--- config.mk ---
export PLATFORM = sky130hd
export DESIGN_NAME = button_cond_flat
export DESIGN_NICKNAME = d
export VERILOG_FILES = /design/src/rtl/button_cond_if.sv /design/src/rtl/button_cond.sv /design/src/flat_wrapper.sv
export SDC_FILE = /design/constraint.sdc
export NUM_CORES = 1
export LEC_CHECK = 0
export CORE_ASPECT_RATIO = 0.75
export CORE_UTILIZATION = 25
export CTS_CLUSTER_DIAMETER = 100
export DETAILED_ROUTE_END_ITERATION = 10
export GPL_TIMING_DRIVEN = 1
export PLACE_DENSITY = 0.48
export SLEW_MARGIN = 20
export SYNTH_ARGS = -nofsm -noshare
export SYNTH_HDL_FRONTEND = slang
export SYNTH_SLANG_ARGS = --single-unit
--- constraint.sdc ---
create_clock -name clk_pix -period 10.55 [get_ports clk_pix]
set_clock_uncertainty 0.15 [all_clocks]
set_input_delay 1.5825 -clock clk_pix [delete_from_list [all_inputs] [get_ports clk_pix]]
set_output_delay 1.5825 -clock clk_pix [all_outputs]
set_load 0.05 [all_outputs]
--- src/rtl/button_cond_if.sv ---
// Button conditioner bus: raw pads in, debounced level and event strobes out.
// The master side drives the pads; the slave side is the conditioner.
interface button_cond_if #(
    parameter int BTN_N = 3
);
    logic [BTN_N-1:0] btn_in;
    logic [BTN_N-1:0] out;
    logic [BTN_N-1:0] ondn;
    logic [BTN_N-1:0] onup;
    logic [BTN_N-1:0] rpt;

    modport master (
        output btn_in,
        input  out,
        input  ondn,
        input  onup,
        input  rpt
    );

    modport slave (
        input  btn_in,
        output out,
        output ondn,
        output onup,
        output rpt
    );
endinterface

--- src/rtl/button_cond.sv ---
// Multi-channel button conditioner: 2-flop sync, polarity fix, debounce,
// press/release strobes and auto-repeat, all in the clk_pix domain.
module button_cond #(
    parameter int               BTN_N      = 3,
    parameter logic [BTN_N-1:0] ACTIVE_LOW = '0,
    parameter int               DEB_CYCLES = 65536,
    parameter int               RPT_DELAY  = 12000000,
    parameter int               RPT_RATE   = 3000000
) (
    input  logic         clk_pix,
    input  logic         rst_pix,
    button_cond_if.slave bus
);
    localparam int RPT_MAX = (RPT_DELAY > RPT_RATE) ? RPT_DELAY : RPT_RATE;
    localparam int DW      = $clog2(DEB_CYCLES);
    localparam int RW      = $clog2(RPT_MAX);

    localparam logic [DW-1:0] DEB_LAST   = DW'(DEB_CYCLES - 1);
    localparam logic [RW-1:0] DELAY_LAST = RW'(RPT_DELAY - 1);
    localparam logic [RW-1:0] RATE_LAST  = RW'(RPT_RATE - 1);

    typedef enum logic [1:0] {
        IDLE,
        DELAY,
        REPEAT
    } rpt_state_e;

    logic [BTN_N-1:0] sync1_q, sync2_q;
    logic [BTN_N-1:0] out_q, out_d;
    logic [BTN_N-1:0] ondn_q, ondn_d;
    logic [BTN_N-1:0] onup_q, onup_d;
    logic [BTN_N-1:0] rpt_q, rpt_d;
    logic [BTN_N-1:0] rise, fall;
    logic [DW-1:0]    cnt_q  [BTN_N];
    logic [DW-1:0]    cnt_d  [BTN_N];
    logic [RW-1:0]    rcnt_q [BTN_N];
    logic [RW-1:0]    rcnt_d [BTN_N];
    rpt_state_e       state_q [BTN_N];
    rpt_state_e       state_d [BTN_N];

    // Sync stages reset to 0, so a held active-low pad reads as released
    // until it has crossed the chain.
    always_ff @(posedge clk_pix or posedge rst_pix) begin
        if (rst_pix) begin
            sync1_q <= '0;
            sync2_q <= '0;
        end else begin
            // NOTE: non-blocking so sync2_q takes the old sync1_q, giving two real stages.
            sync1_q <= bus.btn_in ^ ACTIVE_LOW;
            sync2_q <= sync1_q;
        end
    end

    always_comb begin
        // NOTE: every output of this block gets a default first, so no path leaves one unassigned (no latch).
        out_d  = out_q;
        cnt_d  = cnt_q;
        rise   = '0;
        fall   = '0;
        ondn_d = '0;
        onup_d = '0;
        for (int i = 0; i < BTN_N; i++) begin
            if (sync2_q[i] == out_q[i]) begin
                cnt_d[i] = '0;
            end else if (cnt_q[i] == DEB_LAST) begin
                out_d[i]  = sync2_q[i];
                cnt_d[i]  = '0;
                rise[i]   = sync2_q[i];
                fall[i]   = ~sync2_q[i];
                ondn_d[i] = sync2_q[i];
                onup_d[i] = ~sync2_q[i];
            end else begin
                cnt_d[i] = cnt_q[i] + DW'(1);
            end
        end
    end

    // Release overrides everything, including a coincident repeat terminal count.
    always_comb begin
        state_d = state_q;
        rcnt_d  = rcnt_q;
        rpt_d   = '0;
        for (int i = 0; i < BTN_N; i++) begin
            if (fall[i]) begin
                state_d[i] = IDLE;
                rcnt_d[i]  = '0;
            end else begin
                unique case (state_q[i])
                    IDLE: begin
                        if (rise[i]) begin
                            rpt_d[i]   = 1'b1;
                            rcnt_d[i]  = '0;
                            state_d[i] = DELAY;
                        end
                    end
                    DELAY: begin
                        if (rcnt_q[i] == DELAY_LAST) begin
                            rpt_d[i]   = 1'b1;
                            rcnt_d[i]  = '0;
                            state_d[i] = REPEAT;
                        end else begin
                            rcnt_d[i] = rcnt_q[i] + RW'(1);
                        end
                    end
                    REPEAT: begin
                        if (rcnt_q[i] == RATE_LAST) begin
                            rpt_d[i]  = 1'b1;
                            rcnt_d[i] = '0;
                        end else begin
                            rcnt_d[i] = rcnt_q[i] + RW'(1);
                        end
                    end
                    default: begin
                        state_d[i] = IDLE;
                        rcnt_d[i]  = '0;
                    end
                endcase
            end
        end
    end

    always_ff @(posedge clk_pix or posedge rst_pix) begin
        if (rst_pix) begin
            out_q  <= '0;
            ondn_q <= '0;
            onup_q <= '0;
            rpt_q  <= '0;
            for (int i = 0; i < BTN_N; i++) begin
                cnt_q[i]   <= '0;
                rcnt_q[i]  <= '0;
                state_q[i] <= IDLE;
            end
        end else begin
            out_q   <= out_d;
            ondn_q  <= ondn_d;
            onup_q  <= onup_d;
            rpt_q   <= rpt_d;
            cnt_q   <= cnt_d;
            rcnt_q  <= rcnt_d;
            state_q <= state_d;
        end
    end

    assign bus.out  = out_q;
    assign bus.ondn = ondn_q;
    assign bus.onup = onup_q;
    assign bus.rpt  = rpt_q;
endmodule
--- src/flat_wrapper.sv ---
// flat-port wrapper written by rule: the top's interface ports become plain ports
module button_cond_flat 
#(
    parameter int               BTN_N      = 3,
    parameter logic [BTN_N-1:0] ACTIVE_LOW = '0,
    parameter int               DEB_CYCLES = 65536,
    parameter int               RPT_DELAY  = 12000000,
    parameter int               RPT_RATE   = 3000000
)
  (clk_pix, rst_pix, bus_btn_in, bus_out, bus_ondn, bus_onup, bus_rpt);
  button_cond_if #(.BTN_N(BTN_N)) bus_i ();
  input  logic clk_pix;
  input  logic rst_pix;
  input wire logic [$bits(bus_i.btn_in)-1:0] bus_btn_in;
  output wire logic [$bits(bus_i.out)-1:0] bus_out;
  output wire logic [$bits(bus_i.ondn)-1:0] bus_ondn;
  output wire logic [$bits(bus_i.onup)-1:0] bus_onup;
  output wire logic [$bits(bus_i.rpt)-1:0] bus_rpt;
  assign bus_i.btn_in = bus_btn_in;
  assign bus_out = bus_i.out;
  assign bus_ondn = bus_i.ondn;
  assign bus_onup = bus_i.onup;
  assign bus_rpt = bus_i.rpt;
  button_cond #(.BTN_N(BTN_N), .ACTIVE_LOW(ACTIVE_LOW), .DEB_CYCLES(DEB_CYCLES), .RPT_DELAY(RPT_DELAY), .RPT_RATE(RPT_RATE)) u_core (.clk_pix(clk_pix), .rst_pix(rst_pix), .bus(bus_i));
endmodule
==> implementation parameters <==
Parameter                              Value

Status
  Result of the run    finished, final reports clean

Critical path
  Cells along the critical path    clkdlybuf4s50_1
  R2R Path Start    u_core.cnt_q[16]
  Count of cells along the worst register-to-register path    7
  Kind of end point of the critical path    output pin
  Reg2reg end    u_core.rcnt_q[38]
  Crit Path Category    reg -> out
  Maximum fanout along the worst path    7
  Required @ worst endpoint    8.82 ns
  Startpoint type of the worst setup path    register
  Critical path's slowest cell    clkdlybuf4s50_1
  Buffers and inverters on the worst path    1
  Biggest cell delay along the critical path    0.86 ns
  Critical Path AT    1.75 ns
  Slack of the worst reg-to-reg path    7.24 ns
  Worst path top cell family by delay    buffers and inverters

Clock network
  CTS hold repair buffers    0
  Clock Path Buffers    2
  Clock sink count    144
  Number of buffers added for setup after CTS    0
  TritonCTS clock tree    yes
  H-tree levels    4
  Post-cts gate resize count    0
  Insertion delay to the later sink of the worst-skew pair    0.43 ns
  Buffer type at the clock tree root    clkbuf_16
  Clock-pin slew reported for the worst setup and hold paths after clock tree synthesis    0.06 ns
  TritonCTS buffer count    17

Place
  DP HPWL    11.4 mm
  Weighted congestion at the end of routability-driven global placement    0.770
  Count of input and output buffers    16

Power and ir drop
  Share of total power in sequential cells    0.455
  Clock power frac    0.527
  Power density over cell area    140 mW/mm²
  Net switching power    0.000269 W
  Combinational cell fraction of total power    0.018
  Post-route total power    0.00123 W
  Reported leakage power    3.53 nW
  Total internal power    0.000963 W
  Largest voltage drop on the vdd net    102 µV
  Switching Fraction    0.218

Timing
  Fin crit share    0.330
  Summed negative setup slack over all endpoints    0 ns
  Rel. slew slack    0.285
  Unrepaired setup endpoints after global routing    false
  Transition at the pin with the smallest max-transition slack    1.07 ns
  Final setup violation count    0
  Final Slew Violations    0
  Fin. Hold Viols    0
  Peak Freq    287 MHz
  Clock period minus final worst setup slack    3.49 ns

Layout
  Synthesis-to-layout area growth    15.3%
  Ratio of cells with drive above 1 in the final layout    0.0725
  Antenna Diode Count    0
  Total Nets Final    852
  Highest-count cells in the layout ignoring fill and taps    dfrtp_1, nor2_1, nand2_1
  Filler Cell Count    3,137
  Leading cell type in the layout, fill and taps excluded    dfrtp_1

Route
  Number of remaining DRC errors    0
  First drt pass iteration count    4
  Vias per inst    4.75
  Vias after detailed routing    5,889
  Final WL    17.1 mm
  Top Metal Used    met4
  DR WL met3    701 µm
  Routed wl met2    6.71 mm
  Wire length per cell after detailed routing    13.8 µm
  DRT iter0 DRCs    311
  M1 wire length    9.49 mm
  Antenna Violating Nets Remaining    0

Global route
  Antenna violations before repair    0
  Number of global-route vias before repair    5,522
  Maximum number of pins on one net before global-route repair    75
  First-pass GRT wire length    28.9 mm
  Total global routing track utilization    0.115
  Remaining global-route overflow    0

Die
  Die Outline Area    0.0312 mm²
  Row count    55
  Overall die width    204 µm
  Starting Density    0.254
  Area inside the core boundary    0.0301 mm²
  Number of top-level pins    17
  Die extent in y    153 µm

Yosys
  Number of warnings issued by yosys    0
  Synthesized netlist net count    841
  Synthesized area per cell    9.34 µm²
  Top FF cell, synth    dfrtp_1
  Synth Register Bits    144
  Number of enable flip-flop cells after synthesis    0
  Sequential element share of the synthesized area    0.472
  Gate count after technology mapping    817
  Area of the mapped netlist    0.00763 mm²
  Async SR Flop Fraction    1.00
  Number of distinct library cell variants in the gate-level netlist after synthesis    68

Worst hold path
  Worst Min Path Start    u_core.sync1_q[1]
  Worst hold path endpoint    u_core.sync2_q[1]
  Hold Path Cell Cnt    0
  Tightest Hold Check Type    reg -> reg

Job
  Number of maximum-capacitance violations    0
[power by group through the flow]
stage | Clock [W] | Combinational, W | Sequential (W)
2_1_floorplan | 0 | 0.0000155 | 0.000569
3_3_place_gp | 0 | 0.0000237 | 0.000570
3_5_place_dp | 0 | 0.0000237 | 0.000570
4_1_cts | 0.000674 | 0.0000238 | 0.000560
5_1_grt | 0.000696 | 0.0000262 | 0.000560
6_report | 0.000649 | 0.0000220 | 0.000560
[per-layer routing]
metal	up-vias	GRT usage
met1	2857	0.180
li1	2928	-
met5	-	0
met3	15	0.0294
met4	0	0.0365
met2	89	0.150
[cells by family after synthesis]
group	after synthesis	share of synthesized area
compound gates	98	0.0913
mux	5	0.00705
simple gates	424	0.285
buf+inv	57	0.0331
xor+xnor	70	0.0803
flops	144	0.472
fa+ha+maj	19	0.0311
[how the worst max path moves through the flow]
stage,startpoint,endpoint,slack [ns],depth (start not counted)
2_1_floorplan,rst_pix,u_core.bus.ondn[0],4.95,1
3_3_place_gp,rst_pix,u_core.sync2_q[2],6.72,3
3_5_place_dp,rst_pix,u_core.bus.out[2],6.71,3
4_1_cts,u_core.bus.out[0],bus_out[0],7.04,1
5_1_grt,rst_pix,u_core.state_q[0],6.99,3
6_report,u_core.bus.out[0],bus_out[0],7.06,1
[state kept, by name, indices dropped and copies added, names as in the netlist]
name             flops
u_core.bus.ondn      3
u_core.bus.onup      3
u_core.bus.out       3
u_core.bus.rpt       3
u_core.cnt_q        48
u_core.rcnt_q       72
u_core.state_q       6
u_core.sync1_q       3
u_core.sync2_q       3
[cells in the mapped netlist, types with 3 or more instances]
cell type / count / area (µm²)
dfrtp_1: 144 / 3600
nor2_1: 105 / 394
nand2_1: 83 / 312
nand3_1: 77 / 385
xor2_1: 38 / 333
nand4_1: 34 / 213
xnor2_1: 32 / 280
inv_1: 31 / 116
o21ai_0: 22 / 110
and3_1: 21 / 131
ha_1: 19 / 238
nor3_1: 18 / 90.1
or3_1: 15 / 93.8
clkbuf_1: 12 / 45.0
a21oi_1: 10 / 50.1
nor4_1: 10 / 62.6
o311ai_0: 10 / 87.6
and4_1: 8 / 70.1
nand2b_1: 8 / 50.1
or4_1: 8 / 60.1
a22o_1: 6 / 52.6
a31oi_1: 6 / 37.5
o22ai_1: 6 / 37.5
or2_2: 6 / 37.5
and2_1: 5 / 31.3
buf_2: 5 / 25.0
o31ai_1: 5 / 37.5
a21o_1: 4 / 30.0
nor3b_1: 4 / 30.0
o211ai_1: 4 / 30.0
o21a_1: 4 / 30.0
or4b_2: 4 / 40.0
a22oi_1: 3 / 22.5
buf_6: 3 / 33.8
mux2_2: 3 / 33.8
[through the flow]
stage / std cells / area [µm²] / worst slack, ns / hold slack [ns] / util
final: 1240 / 8800 / 7.06 / 0.202 / 0.293
after global routing: 1240 / 8800 / 6.99 / 0.215 / 0.293
after CTS: 1240 / 8800 / 7.04 / 0.203 / 0.293
after detailed placement: 1208 / 8180 / 6.71 / 0.189 / 0.272
after global placement: 1208 / 8180 / 6.72 / 0.189 / 0.272
after floorplan: 817 / 7630 / 4.95 / 0.181 / -
[area by class of cell]
class,count,area (µm²),area share
Clock buffer,18,439,0.0499
Sequential cell,144,3600,0.409
Tap cell,399,499,0.0567
Clock inverter,14,189,0.0215
Timing Repair Buffer,18,175,0.0199
Inverter,31,121,0.0138
Multi-Input combinational cell,616,3780,0.429
(Power assumes the default switching activity.)
